$ cat src/rtl/dual_stream_source.sv
// Dual-lane test stream source. Each lane walks an arithmetic sequence of
// 32-bit words from its seed, inserts a one-cycle flush bubble every
// FLUSH_PERIOD accepted items, and parks in DONE after NUM_ITEMS items.
// A registered, sticky done flag rises once both lanes have finished.

module dual_stream_lane #(
    parameter int          NUM_ITEMS    = 16,
    parameter int          FLUSH_PERIOD = 8,
    parameter logic [31:0] SEED         = 32'h0000_0001,
    parameter logic [31:0] STEP         = 32'h0000_0001
) (
    input  logic        clk,
    input  logic        reset,
    input  logic        stall,
    output logic [31:0] data,
    output logic        valid,
    output logic        flush,
    output logic        finished
);

    localparam logic [15:0] NUM_ITEMS_C    = 16'(NUM_ITEMS);
    localparam logic [15:0] FLUSH_PERIOD_C = 16'(FLUSH_PERIOD);
    localparam bit          FLUSH_ENABLED  = (FLUSH_PERIOD != 0);

    typedef enum logic [1:0] {
        IDLE  = 2'd0,
        SEND  = 2'd1,
        FLUSH = 2'd2,
        DONE  = 2'd3
    } state_t;

    state_t      state, state_next;
    logic [31:0] data_next;
    logic [15:0] issued, issued_next;
    logic [15:0] period, period_next;

    // Data advance wraps modulo 2^32 by construction of the 32-bit sum.
    function automatic logic [31:0] next_word(input logic [31:0] word);
        return word + STEP;
    endfunction

    // State, data word and counters; reset restarts the stream from the seed.
    always_ff @(posedge clk or posedge reset) begin
        if (reset) begin
            state  <= IDLE;
            data   <= SEED;
            issued <= 16'd0;
            period <= 16'd0;
        end else begin
            state  <= state_next;
            data   <= data_next;
            issued <= issued_next;
            period <= period_next;
        end
    end

    // Next-state logic: advance only on an unstalled SEND cycle; completion
    // takes priority over a flush that falls due on the same item.
    always_comb begin
        state_next  = state;
        data_next   = data;
        issued_next = issued;
        period_next = period;
        case (state)
            IDLE: state_next = SEND;
            SEND: begin
                if (!stall) begin
                    data_next   = next_word(data);
                    issued_next = issued + 16'd1;
                    if (issued_next == NUM_ITEMS_C) begin
                        state_next  = DONE;
                        period_next = period + 16'd1;
                    end else if (FLUSH_ENABLED && (period + 16'd1 == FLUSH_PERIOD_C)) begin
                        state_next  = FLUSH;
                        period_next = 16'd0;
                    end else begin
                        period_next = period + 16'd1;
                    end
                end
            end
            FLUSH:   state_next = SEND;
            DONE:    state_next = DONE;
            default: state_next = IDLE;
        endcase
    end

    assign valid    = (state == SEND);
    assign flush    = (state == FLUSH);
    assign finished = (state == DONE);

endmodule

module dual_stream_source #(
    parameter int          NUM_ITEMS    = 16,
    parameter int          FLUSH_PERIOD = 8,
    parameter logic [31:0] SEED_1       = 32'h0000_0001,
    parameter logic [31:0] SEED_2       = 32'h0000_1000,
    parameter logic [31:0] STEP         = 32'h0000_0001
) (
    input  logic        clk,
    input  logic        reset,
    input  logic        stall_1,
    input  logic        stall_2,
    output logic [31:0] pipeline1_inputs,
    output logic [31:0] pipeline2_inputs,
    output logic [1:0]  in_valid,
    output logic        flush_1,
    output logic        flush_2,
    output logic        done
);

    logic valid_1, valid_2;
    logic finished_1, finished_2;

    dual_stream_lane #(
        .NUM_ITEMS    (NUM_ITEMS),
        .FLUSH_PERIOD (FLUSH_PERIOD),
        .SEED         (SEED_1),
        .STEP         (STEP)
    ) lane_1 (
        .clk      (clk),
        .reset    (reset),
        .stall    (stall_1),
        .data     (pipeline1_inputs),
        .valid    (valid_1),
        .flush    (flush_1),
        .finished (finished_1)
    );

    dual_stream_lane #(
        .NUM_ITEMS    (NUM_ITEMS),
        .FLUSH_PERIOD (FLUSH_PERIOD),
        .SEED         (SEED_2),
        .STEP         (STEP)
    ) lane_2 (
        .clk      (clk),
        .reset    (reset),
        .stall    (stall_2),
        .data     (pipeline2_inputs),
        .valid    (valid_2),
        .flush    (flush_2),
        .finished (finished_2)
    );

    assign in_valid = {valid_2, valid_1};

    // Sticky completion flag, one cycle behind the later lane reaching DONE.
    always_ff @(posedge clk or posedge reset) begin
        if (reset) begin
            done <= 1'b0;
        end else begin
            done <= done | (finished_1 & finished_2);
        end
    end

endmodule

$ cat config.mk
export PLATFORM = sky130hd
export DESIGN_NAME = dual_stream_source
export DESIGN_NICKNAME = d
export VERILOG_FILES = /design/src/rtl/dual_stream_source.sv
export SDC_FILE = /design/constraint.sdc
export NUM_CORES = 1
export LEC_CHECK = 0
export ABC_CLOCK_PERIOD_IN_PS = 4500
export CAP_MARGIN = 20
export CORE_ASPECT_RATIO = 1.4
export CORE_MARGIN = 4
export CORE_UTILIZATION = 51
export DETAILED_ROUTE_END_ITERATION = 16
export PLACE_DENSITY_LB_ADDON = 0.08
export SLEW_MARGIN = 20
export SYNTH_ARGS = -nofsm -noshare
export SYNTH_HDL_FRONTEND = slang
export SYNTH_SLANG_ARGS = --single-unit
$ cat constraint.sdc
create_clock -name clk -period 4.5 [get_ports clk]
set_clock_uncertainty 0.05 [all_clocks]
set_input_delay 0.9 -clock clk [delete_from_list [all_inputs] [get_ports clk]]
set_output_delay 0.9 -clock clk [all_outputs]
set_load 0.01 [all_outputs]
* Word-level counts from Yosys, hierarchy flattened *
Cells that the tools add are included.

word-level totals
  register bits = 133
  output and inout port bits = 69
  input port bits = 4
  word-level logic and storage cells = 53

cells by class
  add/sub/neg operators = 6
  bitwise gates (word level) = 4
  equality and inequality tests = 14
  reductions and logical operators = 8
  muxes and demuxes = 12

operators with widths
  operator                                               count
  adder 16 x 1 -> 16 bit (second input constant)         4
  adder 32 x 1 -> 32 bit (second input constant)         2
  two-way mux 16 bit                                     4
  equality test 16 x 4 -> 1 bit (second input constant)  2
  equality test 16 x 5 -> 1 bit (second input constant)  2
  two-way mux 2 bit                                      6
  case mux 2 bit (3 select lines)                        2
  equality test 2 bit (second input constant)            4
  AND reduction 2 bit                                    4
  != test 3 bit (second input constant)                  2
  equality test 2 x 1 -> 1 bit (second input constant)   2
  zero test 2 bit                                        2
  != test 2 bit (second input constant)                  2
  OR reduction 2 bit                                     2
  inverter 1 bit                                         2
  bitwise AND 1 bit                                      1
  bitwise OR 1 bit                                       1

* Depth between registers and ports, before layout *
Gate-level depths: netlist of run 1.

  word-level depth = 6
  gate-level depth with buffers = 9
  depth with buffers taken out = 8

* Hierarchy *
A second synthesis of run 1 with hierarchy kept.

second synthesis, totals
  cells, all modules = 641
  area total of the unflattened synthesis = 6697.7 um^2

by module, submodules not included
  module              seq. area each (um^2)  times used  area each (um^2)  cells an instance
  dual_stream_lane    1652.8                 2           3323.2            318
  dual_stream_source  25.0                   1           51.3              5

* Worst setup path after synthesis of run 1 *
Ideal clock, no wire load.

  path kind = input to register
  start = in stall_2
  end = reg lane_2.data[29]
  path buffers = 0
  arrival = 2468 ps
  slack = 1857 ps
  stages = 7
  path through = nor3b_4 > nand4_2 > or2_1 > nor4_2 > and2_1 > nand4_1 > xnor2_1

between the ends
  word-level cells in the longest chain between the ends = 2

RTL lines
  what                           line  source
  from (decl)                    103   input logic stall_2,
  inverter 1 bit (no line)       n/a
  AND reduction 2 bit (no line)  n/a
  to (signal assigned)           51    data <= data_next;
  to (decl)                      15    output logic [31:0] data,

No other way between the ends.
A chain may end at the register's enable or synchronous reset.

* Worst setup path after layout of run 1 *
Same ends and word-level chain as after synthesis.

==> metrics.yaml, run 1 <==
antenna_found_initial: 0
max_slew.worst_pin.slew_ns: 0.7305
ys.warnings.count: 0
final-setup-viol-count: 0
globalplace.congestion: 0.8680
syn_nets: 672
final_hold_viol_count: 0
boundaryPins: 73
die_x_um: 105.3
seqCellArea_sq_um: 3331
post-cts-setup-buffer-count: 0
grt_first_pass_wirelength_mm: 23.12
post_synth_fa_ha_maj_area_fraction_pct: 1.482
worst_setup_path_end_kind: "flop"
final_period_minus_worst_setup_slack_ns: 2.850
drt_first_pass_iters: 4
drv.max_cap_violation_count: 0
vias_per_cell: 5.520
power.clock.fraction_pct: 38.1
mappedNetlistArea_sq_um: 6754
final_max_slew_viol_count: 0
cellLeakagePower_nw: 3.532
register_area_share_after_synthesis_pct: 49.31
gr-usage-all-layers_pct: 18.49
crit_type: "in -> reg"
min_path_type: "reg -> reg"
post_cts.resized_instances: 0
row_count: 49
mostFrequentLayoutCells: "sky130_fd_sc_hd__dfrtp_1 (131), sky130_fd_sc_hd__xnor2_1 (93), sky130_fd_sc_hd__nand2_1 (74), sky130_fd_sc_hd__clkdlybuf4s50_1 (72), sky130_fd_sc_hd__nand3_1 (50)"
switchingPower_mw: 1.148
synth-edff-count: 0
place.port_buffers: 72
final.setup.tns_ns: 0
postLayoutSetupSlackWorst_ns: 1.650
share_seq_of_total_power_pct: 43.4
status: "completed"
grt_pass1_vias: 4935
globalRouteOverflowTotal: 0
critical_path.max_fanout: 6
layout.nets: 742
ys_seq_elements: 133
cts_max_level: 4
initial_core_util_pct: 52.21
netlist_instances: 660
drc: 0
leading_register_cell_type_out_of_synthesis: "sky130_fd_sc_hd__dfrtp_1"
power.switching_fraction_pct: 30.03
vdd.ir_drop.worst_mv: 0.2609
postSynthAreaPerCell_sq_um: 10.23
grt_start_max_net_pins: 67
synth_simple_gate_area_share_pct: 24.45
clkLatencyLatePin_ns: 0.41
post_cts_hold_buffer_count: 0
setup.worst_path.start_class: "input port"
final_design_area_no_fill_sq_um: 8267
synthDistinctLibCells: 56
final_common_cell: "sky130_fd_sc_hd__dfrtp_1"
grt_setup_unrepaired: "false"
multi_input_comb_area_sq_um: 3292
power.density_nw_per_um2: 462.4
insertedDiodeCount: 0
slew_headroom_pct: 51.20
route.final.wire_length_mm: 13.04
synth-xor-area-share_pct: 16.86
p_int_mw: 2.675
die_h_um: 144.2
dpl.hpwl_mm: 9.156
design.die.area_sq_um: 15170
achievable-frequency_ghz: 0.3509
syn_to_layout_area_delta_pct: 22.40
dr.first_iter.drc_count: 282
cp.required_ns: 4.74
dominant_combinational_cell_family_by_area_after_synthesis: "simple AND/OR/NAND/NOR gates"
drive_gt1_share_pct: 6.595
wire_per_inst_um: 14.16
clock_sink_count: 133
antenna_violating_nets_post_route: 0
total_power_mw: 3.823
fillers: 1044
cts.root.buffer_cell: "sky130_fd_sc_hd__clkbuf_16"
final.period_utilization_pct: 63.33
hold_depth: 1
ctsLongestPathBuffers: 2
core_area_sq_um: 12940
yosys-mux-area-fraction_pct: 0.7595
timing.critical_path.arrival_ns: 3.09
pwr-share-comb_pct: 18.6
numCtsBuffers: 17
synth_async_sr_flop_share_pct: 100.0
share_of_the_synthesized_area_in_compound_gates_ao_oa_aoi_oai_pct: 5.113
tritoncts_clock_tree: "built"
length_in_cells_of_the_worst_reg_to_reg_path: 8
clkTransAtPathRegs_ns: 0.06
num_vias: 5084
placement.setup.worst_slack_ns: 1.261
detailed_place.area_sq_um: 7639
[cell usage after synthesis (all sizes together), types with 2 or more instances]
cell type / instances / area [sq um]
a21oi: 8 / 40.04
a311oi: 4 / 35.03
dfstp: 2 / 52.55
and4: 13 / 113.9
a41o: 3 / 30.03
a22oi: 2 / 15.01
nand2b: 4 / 25.02
o31ai: 3 / 22.52
or4: 3 / 26.27
nor2b: 5 / 31.28
nor2: 38 / 142.6
nand2: 74 / 277.8
or2: 2 / 12.51
a211oi: 3 / 22.52
nor4: 7 / 56.30
or3: 6 / 42.54
xnor2: 93 / 814.5
buf: 10 / 53.79
o21a: 2 / 15.01
nand4b: 3 / 26.28
a31oi: 7 / 43.79
clkbuf: 15 / 56.30
o21ai: 6 / 30.02
nor3b: 6 / 56.31
and3: 24 / 150.1
ha: 8 / 100.1
nand4: 36 / 237.7
inv: 7 / 26.28
o21bai: 2 / 15.01
dfrtp: 131 / 3278
mux2i: 4 / 40.04
nand3: 52 / 270.3
and2: 12 / 75.07
nor3: 16 / 80.08
xor2: 37 / 324.1
[routing by layer]
| metal | global-route usage (%) | routed length, um | part of all wire [%] |
|---|---|---|---|
| met1 | 23.44 | 5832 | 45 |
| met3 | 3.975 | 466 | 3.6 |
| met2 | 30.78 | 6513 | 50 |
| met5 | 0 | 0 | 0 |
| met4 | 7.947 | 227 | 1.7 |
[per-stage QoR]
stage                     cells  utilization (%)  hold WS (ns)
after detailed placement    889            59.05        0.4108
after global placement      889            59.05        0.4056
final                       921            63.90        0.4118
after floorplan             660                -        0.4104
after global routing        921            63.90        0.4583
after CTS                   921            63.90        0.4189
[final cells by class]
| type | instances | share of cell area [%] |
|---|---|---|
| clock buffers | 18 | 5.191 |
| clock inverters | 14 | 2.407 |
| inverters | 7 | 0.3633 |
| multi-input cells | 495 | 39.82 |
| flip-flops and latches | 133 | 40.29 |
| well taps | 178 | 2.694 |
| repair buffers | 76 | 9.233 |
[cell families (layout without fill, tap and decap cells)]
kind of cell             Yosys count  after routing
AND/OR/NAND/NOR                  304            304
flip-flops                       133            133
XOR/XNOR                         130            130
AO/OA/AOI/OAI                     48             48
buffers and inverters             32            115
adder cells (fa/ha/maj)            8              8
multiplexers                       5              5
[power groups by stage]
stage                     Sequential [mW]  Clock (mW)  Combinational, mW
after global placement               1.67           0              0.695
after CTS                            1.66        1.49              0.721
final                                1.66        1.46              0.710
after detailed placement             1.68           0              0.717
after global routing                 1.70        1.54              0.804
after floorplan                      1.59           0              0.532
[state kept, by name, summed over array words and instances (netlist names)]
signal and flops:
lane_1.issued 16, lane_2.period 16, lane_2.issued 16, lane_2.data 32
done 1, lane_1.data 32, lane_1.state 2, lane_2.state 2
lane_1.period 16
[path summary, 6_finish.rpt]
kind | slack, ns | endpoint | startpoint
setup reg to reg | 1.74 | lane_1.period[3]$_DFFE_PP0P_ | lane_1.issued[0]$_DFFE_PP0P_
hold / removal | 0.41 | lane_1.data[31]$_DFFE_PP0P_ | lane_1.data[31]$_DFFE_PP0P_
max in group asynchronous | 2.58 | lane_2.data[12]$_DFFE_PP1P_ | reset
setup / recovery | 1.65 | lane_2.data[29]$_DFFE_PP0P_ | stall_2
hold reg to reg | 0.41 | lane_1.data[31]$_DFFE_PP0P_ | lane_1.data[31]$_DFFE_PP0P_
min in group asynchronous | 0.92 | lane_2.data[21]$_DFFE_PP0P_ | reset
[worst max-delay path, stage by stage]
cell and delay (ns):
sky130_fd_sc_hd__clkdlybuf4s50_1 0.47, sky130_fd_sc_hd__nor3b_4 0.30, sky130_fd_sc_hd__nand4_2 0.24, sky130_fd_sc_hd__or2_1 0.31, sky130_fd_sc_hd__nor4_2 0.37, sky130_fd_sc_hd__and2_1 0.23
sky130_fd_sc_hd__nand4_1 0.12, sky130_fd_sc_hd__xnor2_1 0.14
(Power assumes the default switching activity.)
==> run 2, diff against run 1 <==
ABC_CLOCK_PERIOD_IN_PS = 2670   (was 4500)
CORE_UTILIZATION = 57   (was 51)
clock period = 2.67 ns   (was 4.5 ns; I/O delays follow)
==> run 2 against run 1 <==
  * Critical path depth is the same
  * Total power grew 69%
  * Final area grew 1.1%
  * Sequential share of layout area shrank 0.44 points
  * Flip-flop and latch count is the same
  * Count of clock-buffer cells in the layout grew 6
  * Non-clock buffer count grew 17
  * Register-to-register slack lost 1.6 ns
  * Via count grew 1.5%
  * Critical endpoint is now lane_1.period[3]$_DFFE_PP0P_
  * Highest routed layer unchanged
==> metrics.yaml, run 2 (synthesis gave the netlist of run 1 again) <==
status: "completed"
drv.max_cap_violation_count: 0
ctsLongestPathBuffers: 2
achievable-frequency_ghz: 0.4024
globalplace.congestion: 0.9140
design.die.area_sq_um: 13680
slew_headroom_pct: 54.99
critical-path-max-stage-delay_ns: 0.50
route.final.wire_length_mm: 14.03
clkLatencyLatePin_ns: 0.41
setup.worst_path.start_class: "flop"
drive_gt1_share_pct: 8.947
dr.first_iter.drc_count: 259
num_vias: 5161
power.clock.fraction_pct: 37.1
crit_type: "reg -> reg"
grt_pass1_vias: 5188
cts_max_level: 4
antenna_violating_nets_post_route: 0
timing.critical_path.arrival_ns: 2.74
reg2reg_from: "lane_1.issued[0]$_DFFE_PP0P_"
dpl.hpwl_mm: 9.597
place.port_buffers: 72
crit_slowest_cell: "sky130_fd_sc_hd__or4_4"
cts.root.buffer_cell: "sky130_fd_sc_hd__clkbuf_16"
final_hold_viol_count: 0
post_cts.resized_instances: 0
switchingPower_mw: 1.917
insertedDiodeCount: 0
post_cts_hold_buffer_count: 0
gr-usage-all-layers_pct: 21.47
power.switching_fraction_pct: 29.60
globalRouteOverflowTotal: 0
grt_first_pass_wirelength_mm: 23.92
critical_path.max_fanout: 4
tritoncts_clock_tree: "built"
final_max_slew_viol_count: 0
post-cts-setup-buffer-count: 0
timing.critical_path.mode_cell: "sky130_fd_sc_hd__nor4_2"
worst_setup_path_end_kind: "flop"
clkTransAtPathRegs_ns: 0.06
critPathBufInv: 0
vdd.ir_drop.worst_mv: 0.4609
layout.nets: 759
mostFrequentLayoutCells: "sky130_fd_sc_hd__dfrtp_1 (131), sky130_fd_sc_hd__xnor2_1 (93), sky130_fd_sc_hd__nand2_1 (74), sky130_fd_sc_hd__clkdlybuf4s50_1 (72), sky130_fd_sc_hd__nand3_1 (50)"
crit_family: "simple AND/OR/NAND/NOR gates"
min_path_type: "reg -> reg"
final_period_minus_worst_setup_slack_ns: 2.485
vias_per_cell: 5.709
die_x_um: 100.0
numCtsBuffers: 17
core_area_sq_um: 11450
share_seq_of_total_power_pct: 42.9
grt_start_max_net_pins: 134
met2RoutedLength_mm: 7.192
drt_first_pass_iters: 4
hp-start: "done$_DFF_PP0_"
total_power_mw: 6.476
highest_layer_used_for_signal_routing: "met4"
pwr-share-comb_pct: 20.1
row_count: 46
power.density_nw_per_um2: 774.8
top_regs: "lane_1.data x32, lane_2.data x32"
cellLeakagePower_nw: 3.616
final.period_utilization_pct: 93.07
drc: 0
cp.required_ns: 2.92
p_int_mw: 4.559
max_slew.worst_pin.slew_ns: 0.6751
sum_of_met3_wire_segment_lengths_after_detailed_routing_um: 512
postLayoutSetupSlackWorst_ns: 0.1850
detail_route.wirelength.met1_mm: 6.111
die_h_um: 136.8
wire_per_inst_um: 15.52
setup.worst_path.start: "lane_1.issued[0]$_DFFE_PP0P_"
placement.setup.worst_slack_ns: -0.02054
boundaryPins: 73
initial_core_util_pct: 58.97
final-setup-viol-count: 0
antenna_found_initial: 0
syn_to_layout_area_delta_pct: 23.75
clock_sink_count: 133
grt_setup_unrepaired: "false"
cp_cell_sequence: "ha_1 > nand3_1 > nor4_2 > mux2_1 > a31oi_1 > nor4_2 > or4_4 > and3b_1"
final_common_cell: "sky130_fd_sc_hd__dfrtp_1"
[run 2: changes by cell type in the layout (fill, tap and decap cells not counted), moves of 2 or more]
cell	before	now
sky130_fd_sc_hd__buf_4	3	20
sky130_fd_sc_hd__clkinv_4	2	0
sky130_fd_sc_hd__nor4_2	2	4
sky130_fd_sc_hd__clkbuf_8	0	4
sky130_fd_sc_hd__inv_6	3	0
sky130_fd_sc_hd__clkbuf_1	1	3
sky130_fd_sc_hd__nor4_1	5	3
[run 2: power by group through the flow]
stage                     Combinational (mW)  Sequential [mW]  Clock, mW
after floorplan                        0.897             2.69          0
final                                   1.30             2.78       2.40
after detailed placement                1.30             2.80          0
after global routing                    1.44             2.84       2.52
after CTS                               1.31             2.77       2.44
after global placement                  1.26             2.78          0
[run 2: worst paths after layout]
kind	endpoint	slack [ns]	cells after the start
worst min-delay path	done$_DFF_PP0_	0.43	1
max in group asynchronous	lane_1.issued[4]$_DFFE_PP0P_	1.44	3
worst max-delay path	lane_1.period[3]$_DFFE_PP0P_	0.18	8
worst max register to register	lane_1.period[3]$_DFFE_PP0P_	0.18	8
min in group asynchronous	lane_1.data[28]$_DFFE_PP0P_	0.65	3
worst min register to register	done$_DFF_PP0_	0.43	1
[run 2: routing by layer]
layer | GRT usage (%) | vias to the layer above
li1 | - | 2491
met1 | 26.66 | 2546
met2 | 37.64 | 105
met3 | 4.386 | 19
met4 | 6.517 | 0
met5 | 0 | -
[run 2: layout make-up]
type	count	area, sq um
Clock buffer	24	491.7
Clock inverter	8	122.6
Fill cell	862	3095
Inverter	7	30.03
Multi-Input combinational cell	495	3312
Sequential cell	133	3331
Tap cell	144	180.2
Timing Repair Buffer	93	890.9
[run 2: through the flow]
| step | setup TNS (ns) | hold slack (ns) | cells | utilization [%] | area, sq um |
|---|---|---|---|---|---|
| CTS | 0 | 0.4354 | 904 | 72.80 | 8338 |
| detailed placement | -0.02054 | 0.4126 | 872 | 67.44 | 7724 |
| floorplan | 0 | 0.4104 | 660 | - | 6758 |
| global placement | 0 | 0.4111 | 872 | 67.44 | 7724 |
| global route | 0 | 0.4480 | 904 | 72.97 | 8358 |
| finish | 0 | 0.4260 | 904 | 72.97 | 8358 |
[run 2: worst reg2reg max path, cell delays in order (launching register included)]
cell and delay (ns):
sky130_fd_sc_hd__dfrtp_1 0.35, sky130_fd_sc_hd__ha_1 0.22, sky130_fd_sc_hd__nand3_1 0.14, sky130_fd_sc_hd__nor4_2 0.26
sky130_fd_sc_hd__mux2_1 0.34, sky130_fd_sc_hd__a31oi_1 0.21, sky130_fd_sc_hd__nor4_2 0.11, sky130_fd_sc_hd__or4_4 0.50
sky130_fd_sc_hd__and3b_1 0.20
==> run 3, diff against run 2 <==
SLEW_MARGIN = 15   (was 20)
==> results of run 3 <==
The final DEF is identical to that of run 2; final timing and power are the same.
